## src/rtl/id_stage_if.sv

```systemverilog
// Fetch-to-decode, instruction-return and decode-output signal bundle.
interface id_stage_if;
  // fetch bundle handshake
  logic        in_valid;
  logic [31:0] in_pc;
  logic [31:0] in_pc_next;
  logic        in_ready;
  // instruction memory return
  logic        imem_resp;
  logic [31:0] imem_rdata;
  // pipeline control and hazard inputs
  logic        stall_in;
  logic        flush;
  logic        ex_mem_read;
  logic [4:0]  ex_rd;
  // register file read addresses
  logic [4:0]  rs1_addr;
  logic [4:0]  rs2_addr;
  // decoded instruction
  logic        out_valid;
  logic [31:0] out_pc;
  logic [31:0] out_pc_next;
  logic [31:0] out_inst;
  logic [4:0]  rd_addr;
  logic [2:0]  funct3;
  logic [6:0]  funct7;
  logic [31:0] imm;
  logic        reg_we;
  logic        mem_read;
  logic        mem_write;
  logic        is_branch;
  logic        is_jal;
  logic        is_jalr;
  logic        alu_imm;
  logic        illegal;
  logic        load_use;

  // fetch / environment side
  modport master (
    output in_valid, in_pc, in_pc_next, imem_resp, imem_rdata,
           stall_in, flush, ex_mem_read, ex_rd,
    input  in_ready, rs1_addr, rs2_addr, out_valid, out_pc, out_pc_next,
           out_inst, rd_addr, funct3, funct7, imm, reg_we, mem_read,
           mem_write, is_branch, is_jal, is_jalr, alu_imm, illegal, load_use
  );

  // decode stage side
  modport slave (
    input  in_valid, in_pc, in_pc_next, imem_resp, imem_rdata,
           stall_in, flush, ex_mem_read, ex_rd,
    output in_ready, rs1_addr, rs2_addr, out_valid, out_pc, out_pc_next,
           out_inst, rd_addr, funct3, funct7, imm, reg_we, mem_read,
           mem_write, is_branch, is_jal, is_jalr, alu_imm, illegal, load_use
  );
endinterface

```

## src/rtl/id_stage.sv

```systemverilog
// RV32I decode stage: holds one fetch bundle, waits for its instruction word,
// decodes it, detects load-use hazards and handles flush/drain of stale returns.
module id_stage (
  input  logic       clk,
  input  logic       rst,
  id_stage_if.slave  bus
);

  localparam int unsigned XLEN = 32;
  localparam int unsigned RW   = 5;
  localparam logic [XLEN-1:0] NOP = 32'h0000_0013;

  localparam logic [6:0] OP_LUI    = 7'b0110111;
  localparam logic [6:0] OP_AUIPC  = 7'b0010111;
  localparam logic [6:0] OP_JAL    = 7'b1101111;
  localparam logic [6:0] OP_JALR   = 7'b1100111;
  localparam logic [6:0] OP_BRANCH = 7'b1100011;
  localparam logic [6:0] OP_LOAD   = 7'b0000011;
  localparam logic [6:0] OP_STORE  = 7'b0100011;
  localparam logic [6:0] OP_IMM    = 7'b0010011;
  localparam logic [6:0] OP_OP     = 7'b0110011;

  typedef enum logic [1:0] {
    S_IDLE  = 2'd0,
    S_WAIT  = 2'd1,
    S_READY = 2'd2,
    S_DRAIN = 2'd3
  } state_e;

  typedef enum logic [2:0] {
    IMM_NONE = 3'd0,
    IMM_I    = 3'd1,
    IMM_S    = 3'd2,
    IMM_B    = 3'd3,
    IMM_U    = 3'd4,
    IMM_J    = 3'd5
  } imm_sel_e;

  state_e          state_q, state_d;
  logic [XLEN-1:0] pc_q, pc_next_q, inst_q;
  logic            ld_pc, ld_inst;

  logic            out_valid_c, in_ready_c, consume_c, accept_c;
  logic            load_use_c;

  logic [6:0]      opcode;
  logic [RW-1:0]   rs1, rs2, rd;
  imm_sel_e        imm_sel;
  logic [XLEN-1:0] imm_c;
  logic            reg_we_raw, mem_read_c, mem_write_c;
  logic            is_branch_c, is_jal_c, is_jalr_c, alu_imm_c, illegal_c;
  logic            uses_rs1, uses_rs2;

  assign opcode = inst_q[6:0];
  assign rs1    = inst_q[19:15];
  assign rs2    = inst_q[24:20];
  assign rd     = inst_q[11:7];

  // State register
  always_ff @(posedge clk) begin
    if (rst) state_q <= S_IDLE;
    else     state_q <= state_d;
  end

  // Held bundle and instruction word; stalls and bubbles simply leave these alone
  always_ff @(posedge clk) begin
    if (rst) begin
      pc_q      <= '0;
      pc_next_q <= '0;
      inst_q    <= NOP;
    end else begin
      if (ld_pc) begin
        pc_q      <= bus.in_pc;
        pc_next_q <= bus.in_pc_next;
      end
      if (ld_inst) inst_q <= bus.imem_rdata;
    end
  end

  // Handshake and next-state; flush outranks every other event
  always_comb begin
    state_d     = state_q;
    ld_pc       = 1'b0;
    ld_inst     = 1'b0;
    out_valid_c = 1'b0;
    consume_c   = 1'b0;
    in_ready_c  = 1'b0;
    accept_c    = 1'b0;

    out_valid_c = (state_q == S_READY) && !load_use_c && !bus.flush && !rst;
    consume_c   = out_valid_c && !bus.stall_in;
    in_ready_c  = !rst && !bus.flush && ((state_q == S_IDLE) || consume_c);
    accept_c    = bus.in_valid && in_ready_c;

    if (bus.flush) begin
      unique case (state_q)
        S_WAIT:  state_d = bus.imem_resp ? S_IDLE : S_DRAIN;
        S_DRAIN: state_d = S_DRAIN;
        default: state_d = S_IDLE;
      endcase
    end else begin
      unique case (state_q)
        S_IDLE, S_READY: begin
          if (accept_c) begin
            ld_pc   = 1'b1;
            ld_inst = bus.imem_resp;
            state_d = bus.imem_resp ? S_READY : S_WAIT;
          end else if (consume_c) begin
            state_d = S_IDLE;
          end
        end
        S_WAIT: begin
          if (bus.imem_resp) begin
            ld_inst = 1'b1;
            state_d = S_READY;
          end
        end
        S_DRAIN: begin
          // the stale word is discarded, not latched
          if (bus.imem_resp) state_d = S_IDLE;
        end
        default: state_d = S_IDLE;
      endcase
    end
  end

  // Opcode decode into control flags, immediate format and operand usage
  always_comb begin
    imm_sel     = IMM_NONE;
    reg_we_raw  = 1'b0;
    mem_read_c  = 1'b0;
    mem_write_c = 1'b0;
    is_branch_c = 1'b0;
    is_jal_c    = 1'b0;
    is_jalr_c   = 1'b0;
    alu_imm_c   = 1'b0;
    illegal_c   = 1'b0;
    uses_rs1    = 1'b0;
    uses_rs2    = 1'b0;
    unique case (opcode)
      OP_LUI, OP_AUIPC: begin
        imm_sel    = IMM_U;
        reg_we_raw = 1'b1;
        alu_imm_c  = 1'b1;
      end
      OP_JAL: begin
        imm_sel    = IMM_J;
        reg_we_raw = 1'b1;
        is_jal_c   = 1'b1;
      end
      OP_JALR: begin
        imm_sel    = IMM_I;
        reg_we_raw = 1'b1;
        is_jalr_c  = 1'b1;
        alu_imm_c  = 1'b1;
        uses_rs1   = 1'b1;
      end
      OP_BRANCH: begin
        imm_sel     = IMM_B;
        is_branch_c = 1'b1;
        uses_rs1    = 1'b1;
        uses_rs2    = 1'b1;
      end
      OP_LOAD: begin
        imm_sel    = IMM_I;
        reg_we_raw = 1'b1;
        mem_read_c = 1'b1;
        alu_imm_c  = 1'b1;
        uses_rs1   = 1'b1;
      end
      OP_STORE: begin
        imm_sel     = IMM_S;
        mem_write_c = 1'b1;
        alu_imm_c   = 1'b1;
        uses_rs1    = 1'b1;
        uses_rs2    = 1'b1;
      end
      OP_IMM: begin
        imm_sel    = IMM_I;
        reg_we_raw = 1'b1;
        alu_imm_c  = 1'b1;
        uses_rs1   = 1'b1;
      end
      OP_OP: begin
        reg_we_raw = 1'b1;
        uses_rs1   = 1'b1;
        uses_rs2   = 1'b1;
      end
      default: illegal_c = 1'b1;
    endcase
  end

  // Immediate assembly, sign-extended from inst[31]
  always_comb begin
    imm_c = '0;
    unique case (imm_sel)
      IMM_I: imm_c = {{20{inst_q[31]}}, inst_q[31:20]};
      IMM_S: imm_c = {{20{inst_q[31]}}, inst_q[31:25], inst_q[11:7]};
      IMM_B: imm_c = {{19{inst_q[31]}}, inst_q[31], inst_q[7], inst_q[30:25],
                      inst_q[11:8], 1'b0};
      IMM_U: imm_c = {inst_q[31:12], 12'h000};
      IMM_J: imm_c = {{11{inst_q[31]}}, inst_q[31], inst_q[19:12], inst_q[20],
                      inst_q[30:21], 1'b0};
      default: imm_c = '0;
    endcase
  end

  // Load-use hazard against the load currently in execute
  always_comb begin
    load_use_c = 1'b0;
    if (!rst && state_q == S_READY && bus.ex_mem_read && bus.ex_rd != RW'(0))
      load_use_c = (uses_rs1 && bus.ex_rd == rs1) || (uses_rs2 && bus.ex_rd == rs2);
  end

  assign bus.in_ready    = in_ready_c;
  assign bus.out_valid   = out_valid_c;
  assign bus.load_use    = load_use_c;
  assign bus.out_pc      = pc_q;
  assign bus.out_pc_next = pc_next_q;
  assign bus.out_inst    = inst_q;
  assign bus.rs1_addr    = rs1;
  assign bus.rs2_addr    = rs2;
  assign bus.rd_addr     = rd;
  assign bus.funct3      = inst_q[14:12];
  assign bus.funct7      = inst_q[31:25];
  assign bus.imm         = imm_c;
  assign bus.reg_we      = reg_we_raw && (rd != RW'(0));
  assign bus.mem_read    = mem_read_c;
  assign bus.mem_write   = mem_write_c;
  assign bus.is_branch   = is_branch_c;
  assign bus.is_jal      = is_jal_c;
  assign bus.is_jalr     = is_jalr_c;
  assign bus.alu_imm     = alu_imm_c;
  assign bus.illegal     = illegal_c;

endmodule

```

## src/flat_wrapper.sv

```systemverilog
// flat-port wrapper written by rule: the top's interface ports become plain ports
module id_stage_flat 
  (clk, rst, bus_in_valid, bus_in_pc, bus_in_pc_next, bus_imem_resp, bus_imem_rdata, bus_stall_in, bus_flush, bus_ex_mem_read, bus_ex_rd, bus_in_ready, bus_rs1_addr, bus_rs2_addr, bus_out_valid, bus_out_pc, bus_out_pc_next, bus_out_inst, bus_rd_addr, bus_funct3, bus_funct7, bus_imm, bus_reg_we, bus_mem_read, bus_mem_write, bus_is_branch, bus_is_jal, bus_is_jalr, bus_alu_imm, bus_illegal, bus_load_use);
  id_stage_if bus_i ();
  input  logic clk;
  input  logic rst;
  input wire logic [$bits(bus_i.in_valid)-1:0] bus_in_valid;
  input wire logic [$bits(bus_i.in_pc)-1:0] bus_in_pc;
  input wire logic [$bits(bus_i.in_pc_next)-1:0] bus_in_pc_next;
  input wire logic [$bits(bus_i.imem_resp)-1:0] bus_imem_resp;
  input wire logic [$bits(bus_i.imem_rdata)-1:0] bus_imem_rdata;
  input wire logic [$bits(bus_i.stall_in)-1:0] bus_stall_in;
  input wire logic [$bits(bus_i.flush)-1:0] bus_flush;
  input wire logic [$bits(bus_i.ex_mem_read)-1:0] bus_ex_mem_read;
  input wire logic [$bits(bus_i.ex_rd)-1:0] bus_ex_rd;
  output wire logic [$bits(bus_i.in_ready)-1:0] bus_in_ready;
  output wire logic [$bits(bus_i.rs1_addr)-1:0] bus_rs1_addr;
  output wire logic [$bits(bus_i.rs2_addr)-1:0] bus_rs2_addr;
  output wire logic [$bits(bus_i.out_valid)-1:0] bus_out_valid;
  output wire logic [$bits(bus_i.out_pc)-1:0] bus_out_pc;
  output wire logic [$bits(bus_i.out_pc_next)-1:0] bus_out_pc_next;
  output wire logic [$bits(bus_i.out_inst)-1:0] bus_out_inst;
  output wire logic [$bits(bus_i.rd_addr)-1:0] bus_rd_addr;
  output wire logic [$bits(bus_i.funct3)-1:0] bus_funct3;
  output wire logic [$bits(bus_i.funct7)-1:0] bus_funct7;
  output wire logic [$bits(bus_i.imm)-1:0] bus_imm;
  output wire logic [$bits(bus_i.reg_we)-1:0] bus_reg_we;
  output wire logic [$bits(bus_i.mem_read)-1:0] bus_mem_read;
  output wire logic [$bits(bus_i.mem_write)-1:0] bus_mem_write;
  output wire logic [$bits(bus_i.is_branch)-1:0] bus_is_branch;
  output wire logic [$bits(bus_i.is_jal)-1:0] bus_is_jal;
  output wire logic [$bits(bus_i.is_jalr)-1:0] bus_is_jalr;
  output wire logic [$bits(bus_i.alu_imm)-1:0] bus_alu_imm;
  output wire logic [$bits(bus_i.illegal)-1:0] bus_illegal;
  output wire logic [$bits(bus_i.load_use)-1:0] bus_load_use;
  assign bus_i.in_valid = bus_in_valid;
  assign bus_i.in_pc = bus_in_pc;
  assign bus_i.in_pc_next = bus_in_pc_next;
  assign bus_i.imem_resp = bus_imem_resp;
  assign bus_i.imem_rdata = bus_imem_rdata;
  assign bus_i.stall_in = bus_stall_in;
  assign bus_i.flush = bus_flush;
  assign bus_i.ex_mem_read = bus_ex_mem_read;
  assign bus_i.ex_rd = bus_ex_rd;
  assign bus_in_ready = bus_i.in_ready;
  assign bus_rs1_addr = bus_i.rs1_addr;
  assign bus_rs2_addr = bus_i.rs2_addr;
  assign bus_out_valid = bus_i.out_valid;
  assign bus_out_pc = bus_i.out_pc;
  assign bus_out_pc_next = bus_i.out_pc_next;
  assign bus_out_inst = bus_i.out_inst;
  assign bus_rd_addr = bus_i.rd_addr;
  assign bus_funct3 = bus_i.funct3;
  assign bus_funct7 = bus_i.funct7;
  assign bus_imm = bus_i.imm;
  assign bus_reg_we = bus_i.reg_we;
  assign bus_mem_read = bus_i.mem_read;
  assign bus_mem_write = bus_i.mem_write;
  assign bus_is_branch = bus_i.is_branch;
  assign bus_is_jal = bus_i.is_jal;
  assign bus_is_jalr = bus_i.is_jalr;
  assign bus_alu_imm = bus_i.alu_imm;
  assign bus_illegal = bus_i.illegal;
  assign bus_load_use = bus_i.load_use;
  id_stage u_core (.clk(clk), .rst(rst), .bus(bus_i));
endmodule
```

## config.mk

```make
export PLATFORM = sky130hd
export DESIGN_NAME = id_stage_flat
export DESIGN_NICKNAME = d
export VERILOG_FILES = /design/src/rtl/id_stage_if.sv /design/src/rtl/id_stage.sv /design/src/flat_wrapper.sv
export SDC_FILE = /design/constraint.sdc
export NUM_CORES = 1
export LEC_CHECK = 0
export ABC_CLOCK_PERIOD_IN_PS = 2700
export CORE_MARGIN = 5
export CORE_UTILIZATION = 39
export DETAILED_ROUTE_END_ITERATION = 6
export PLACE_DENSITY = 0.86
export SLEW_MARGIN = 20
export SYNTH_ARGS = -nofsm -noshare
export SYNTH_HDL_FRONTEND = slang
export SYNTH_SLANG_ARGS = --single-unit
```

## constraint.sdc

```tcl
create_clock -name clk -period 2.7 [get_ports clk]
set_input_delay 0.405 -clock clk [delete_from_list [all_inputs] [get_ports clk]]
set_output_delay 0.405 -clock clk [all_outputs]
set_load 0.01 [all_outputs]
```

==> Yosys cells after proc, flatten, opt, wreduce, memory -nomap -nowiden <==
Cells that the tools add are included.
{ "word_totals": {"reg_bits": 98, "elab_cells": 86} }
{ "classes": {"eq_ne": 22, "n_mux": 29, "n_reduce_logical": 31} }
{ "ops": {"columns": ["operator", "n"], "rows": [
  ["case mux 32 bit (5 select lines)", 1],
  ["equality test 7 x 6 -> 1 bit, second input constant", 3],
  ["equality test 7 bit, second input constant", 3],
  ["two-way mux 1 bit", 17],
  ["case mux 3 bit (5 select lines)", 1],
  ["equality test 7 x 5 -> 1 bit, second input constant", 2],
  ["two-way mux 2 bit", 7],
  ["logical AND 1 bit", 13],
  ["OR reduction 6 bit", 2],
  ["equality test 5 bit", 2],
  ["nonzero test 5 bit", 2],
  ["OR reduction 9 bit", 1],
  ["equality test 7 x 2 -> 1 bit, second input constant", 1],
  ["OR reduction 7 bit", 1],
  ["equality test 3 x 2 -> 1 bit, second input constant", 2],
  ["equality test 3 bit, second input constant", 2],
  ["inequality test 3 bit, second input constant", 2],
  ["case mux 2 bit (3 select lines)", 1],
  ["OR reduction 3 bit", 2],
  ["equality test 2 bit, second input constant", 2],
  ["logical NOT 1 bit", 4],
  ["inequality test 4 x 2 -> 1 bit, second input constant", 1],
  ["case mux 2 bit (2 select lines)", 1],
  ["OR reduction 2 bit", 2],
  ["6 further kinds", 7]
]} }

==> Longest topological paths before layout <==
{ "depth": {"depth_word": 17, "depth_mapped": 9} }

==> Worst setup path after synthesis <==
No wires, ideal clock.
{ "synth_path": {"path_type": "reg2out", "startpoint": "register u_core.inst_q[4], in the netlist u_core.bus.out_inst[4]", "endpoint": "output bus_out_valid", "t_arrival_ns": 2.068, "t_required_ns": 2.295, "setup_slack_ns": 0.227, "stages_incl_launch_ff": 9, "n_path_buf": 2, "cell_sequence": "dfxtp_1 > buf_2 > nand4b_1 > a211o_1 > nor2_1 > a21oi_1 > clkbuf_1 > nor2_1 > nor3_1"} }
{ "synth_via": {"elab_chain_len": 10} }
{ "synth_lines": {"columns": ["item", "line", "source"], "rows": [
  ["from (decl)", "id_stage.sv:40", "logic [XLEN-1:0] pc_q, pc_next_q, inst_q;"],
  ["from (signal assigned)", "id_stage.sv:76", "if (ld_inst) inst_q <= bus.imem_rdata;"],
  ["equality test 7 bit (tied with other cells)", "id_stage.sv:140", "unique case (opcode)"],
  ["OR reduction 6 bit (no source line) / OR reduction 3 bit (equally long branches)", null, null],
  ["two-way mux 1 bit", "id_stage.sv:140", null],
  ["logical AND 1 bit", "id_stage.sv:212", "load_use_c = (uses_rs1 && bus.ex_rd == rs1) || (uses_rs2 && bus.ex_rd == rs2);"],
  ["logical OR 1 bit (*)", "id_stage.sv:212", null],
  ["two-way mux 1 bit (*)", "id_stage.sv:211", "if (!rst && state_q == S_READY && bus.ex_mem_read && bus.ex_rd != RW'(0))"],
  ["named net bus_load_use", "flat_wrapper.sv:35", "output wire logic [$bits(bus_i.load_use)-1:0] bus_load_use;"],
  ["logical NOT 1 bit (*)", "id_stage.sv:90", "out_valid_c = (state_q == S_READY) && !load_use_c && !bus.flush && !rst;"],
  ["logical AND 1 bit (*) (3 in series)", "id_stage.sv:90", null],
  ["to (decl)", "flat_wrapper.sv:19", "output wire logic [$bits(bus_i.out_valid)-1:0] bus_out_valid;"]
]} }
The timed path passes the listed nets; every way through them passes the cells marked *.

==> Worst setup path in the final report <==
{ "layout_path": {"startpoint": "register u_core.inst_q[4], in the netlist u_core.bus.out_inst[4]", "endpoint": "output bus_reg_we"} }
{ "layout_via": {"elab_chain_len": 4} }
{ "layout_lines": {"columns": ["item", "line", "source"], "rows": [
  ["equality test 7 x 6 -> 1 bit (tied with other cells)", "id_stage.sv:140", null],
  ["OR reduction 7 bit (no source line) (*)", null, null],
  ["two-way mux 1 bit (*)", "id_stage.sv:140", null],
  ["logical AND 1 bit (*)", "id_stage.sv:227", "assign bus.reg_we = reg_we_raw && (rd != RW'(0));"],
  ["to (decl)", "flat_wrapper.sv:27", "output wire logic [$bits(bus_i.reg_we)-1:0] bus_reg_we;"]
]} }
Mark *: on every way between the ends. The rest lies on a longest branch, timed or not.

==> impl_metrics.json <==
{
  "utilization_pct": 68.1,
  "cp.required_ns": 2.30,
  "synthFlopType": "dfxtp_1",
  "coreArea_mm2": 0.0126,
  "path_cells": "nand4b_1 > buf_4 > a221oi_1 > clkdlybuf4s50_1",
  "io_buffers": 271,
  "grt_pass1_vias": 5733,
  "pwr-share-seq_pct": 42.2,
  "synthCells": 640,
  "cp_slowest_stage_delay_ns": 0.64,
  "htreeDepth": 3,
  "endpoint_kind": "primary output",
  "finalCritPeriodShare_pct": 99.3,
  "drt_iter0_drc": 407,
  "crit_path_start_kind": "flop",
  "io_pins": 272,
  "fin_worst_skew_ns": 0.0144,
  "outcome": "finished clean",
  "dp_hpwl_um": 14200,
  "hold_path_class": "flop to flop",
  "synth_seq_cells": 98,
  "start_util_pct": 39.6,
  "clk-insertion-delay-late_ns": 0.34,
  "combPwrFrac_pct": 23.8,
  "syn_area_mm2": 0.00500,
  "die_height_um": 123,
  "final_max_slew_viol_count": 0,
  "synth_edf_count": 0,
  "gr-usage-all-layers_pct": 23.7,
  "clockPowerShare_pct": 34.0,
  "die_width_um": 123,
  "fp-row-count": 41,
  "tns_ns": 0,
  "clock-sinks": 98,
  "powerDensity_mw_per_mm2": 433,
  "cp_slowest_cell": "clkdlybuf4s50_1",
  "die_area_mm2": 0.0152,
  "maxCapViolCount": 0,
  "setup_viol": 0,
  "leakagePower_nw": 3.37,
  "area.growth.synth_to_final_pct": 72.0,
  "fin_ws_ns": 0.0196,
  "antenna_found_initial": 0,
  "hold_depth": 2,
  "avgSynthCellArea_um2": 7.81,
  "clock_path_buffers": 2,
  "crit_type": "flop to primary output",
  "syn-num-nets": 748,
  "drc": 0,
  "gr-total-overflow": 0,
  "grt_first_pass_wirelength_um": 28700,
  "synth_seq_area_share_pct": 39.2,
  "viasPerCell": 5.47,
  "final_nets": 1015,
  "max_freq_mhz": 373,
  "vias": 5933,
  "final-hold-violation-count": 0,
  "reg2reg_depth": 11,
  "swShare_pct": 27.9,
  "grt_max_degree": 65,
  "finalWeightedCongestion": 0.891,
  "drtPass1Iterations": 5,
  "wl_um": 19500,
  "fin_crit_ns": 2.68,
  "relSlewSlack_pct": 61.2,
  "dp_slack_ns": -0.307,
  "intPower_mw": 2.68,
  "root_buffer": "clkbuf_16",
  "cts_made_buffers": 9,
  "vdd_drop_max_mv": 0.262,
  "critPathArrivalTime_ns": 2.28,
  "worst_pin_slew_ns": 0.582,
  "drive_gt1_share_pct": 13.0,
  "async_flop_share_pct": 0,
  "yosys_warnings": 0,
  "drtAntennaViolNets": 0,
  "cts.clk_slew.worst_paths_ns": 0.07,
  "rsz0062_at_grt": "yes",
  "synthDistinctLibCells": 47,
  "wire_per_inst_um": 18.0,
  "cts_tree": "done",
  "p_sw_mw": 1.04,
  "crit_path_max_fanout": 7
}
sequential cells by signal, indices dropped and copies added (netlist names):
signal,count
u_core.bus.out_inst,32
u_core.bus.out_pc,32
u_core.bus.out_pc_next,32
u_core.state_q,2
cell families after synthesis:
logic type,share of synthesized area (%)
xor gates and xnor gates,1.93
and+or+nand+nor,17.2
DFF,39.2
muxes,0.225
buffers and inverters,9.08
AOI/OAI and AO/OA,32.3
what timing repair did:
item	4_1_cts	5_1_grt
hold buffers	0	0
hold endpoints to repair	0	0
gates resized for setup	24	24
buffers inserted	3	5
gates cloned	0	2
pin swaps	4	6
setup endpoints to repair	27	76
layer usage:
layer | up-vias | track usage [%] | routed length [um]
met5 | - | 0 | 0
met4 | 0 | 9.20 | 594
met3 | 38 | 9.70 | 2440
met2 | 303 | 40.7 | 9370
met1 | 2761 | 26.1 | 7120
li1 | 2831 | - | -
power groups by stage:
stage	Sequential, mW	Combinational [mW]	Clock [mW]
floorplan	1.62	0.315	0
global placement	1.60	0.848	0
detailed placement	1.60	0.861	0
CTS	1.57	0.872	1.29
global route	1.58	0.954	1.35
finish	1.57	0.887	1.26
critical path, delay by kind of cell, from the launching register on:
kind | cells | cell delay (ns)
buf+inv | 2 | 0.87
compound gates | 1 | 0.44
flops | 1 | 0.37
simple gates | 1 | 0.28
cell type report:
cell class	count	area, um^2
antenna	1	2.50
clock buffer	10	239
clock inverter	6	57.6
fill	1029	4020
inverter	3	11.3
multi-input combinational	453	2700
sequential	98	1970
tap	172	215
timing repair buffer	342	3400
per-stage QoR:
stage / power, mW / hold WS (ns) / std cells / cell area (um^2)
floorplan: 1.94 / 0.492 / 640 / 5000
global placement: 2.45 / 0.452 / 1058 / 8080
detailed placement: 2.46 / 0.457 / 1058 / 8080
CTS: 3.73 / 0.468 / 1077 / 8440
global route: 3.88 / 0.487 / 1084 / 8600
finish: 3.72 / 0.466 / 1085 / 8600
cell usage in the layout (no fill, tap or decap), types with 4 or more instances in the layout:
| cell | netlist | layout |
|---|---|---|
| a21o_1 | 21 | 21 |
| a21oi_1 | 102 | 98 |
| a22o_1 | 4 | 4 |
| a31oi_1 | 28 | 28 |
| and2_1 | 36 | 35 |
| buf_12 | 0 | 9 |
| buf_4 | 28 | 59 |
| clkbuf_16 | 0 | 11 |
| clkdlybuf4s50_1 | 0 | 254 |
| clkinv_4 | 0 | 4 |
| dfxtp_1 | 98 | 94 |
| dlygate4sd2_1 | 0 | 7 |
| dlymetal6s2s_1 | 0 | 8 |
| nand2_1 | 11 | 11 |
| nand3_1 | 72 | 71 |
| nor2_1 | 16 | 12 |
| nor3_1 | 8 | 5 |
| o21ai_0 | 94 | 92 |
| o21ai_1 | 7 | 8 |
| xor2_1 | 8 | 6 |
cell usage after synthesis (all sizes together), types with 2 or more instances:
cell type  count  share of area, %
a21oi        102                10
o21ai        101                10
dfxtp         98                39
nand3         72               7.2
clkbuf        48               3.7
buf           38               5.2
and2          36               4.5
a31oi         28               3.5
a21o          21               3.2
nor2          16               1.2
nand2         11              0.83
nor3           8              0.80
xor2           8               1.4
nor2b          5              0.63
a22o           4              0.70
a211o          3              0.53
a221o          3              0.60
inv            3              0.23
nand3b         3              0.45
xnor2          3              0.53
a221oi         2              0.35
a22oi          2              0.30
o211ai         2              0.30
or3            2              0.25
or4            2              0.30
final timing paths:
path,from,endpoint,slack [ns]
max,u_core.bus.out_inst[4],bus_reg_we,0.02
min,u_core.bus.out_pc[20],u_core.bus.out_pc[20],0.47
max reg2reg,u_core.bus.out_inst[2],u_core.bus.out_pc_next[31],0.15
min reg2reg,u_core.bus.out_pc[20],u_core.bus.out_pc[20],0.47
Power figures use the tool's default switching activity.
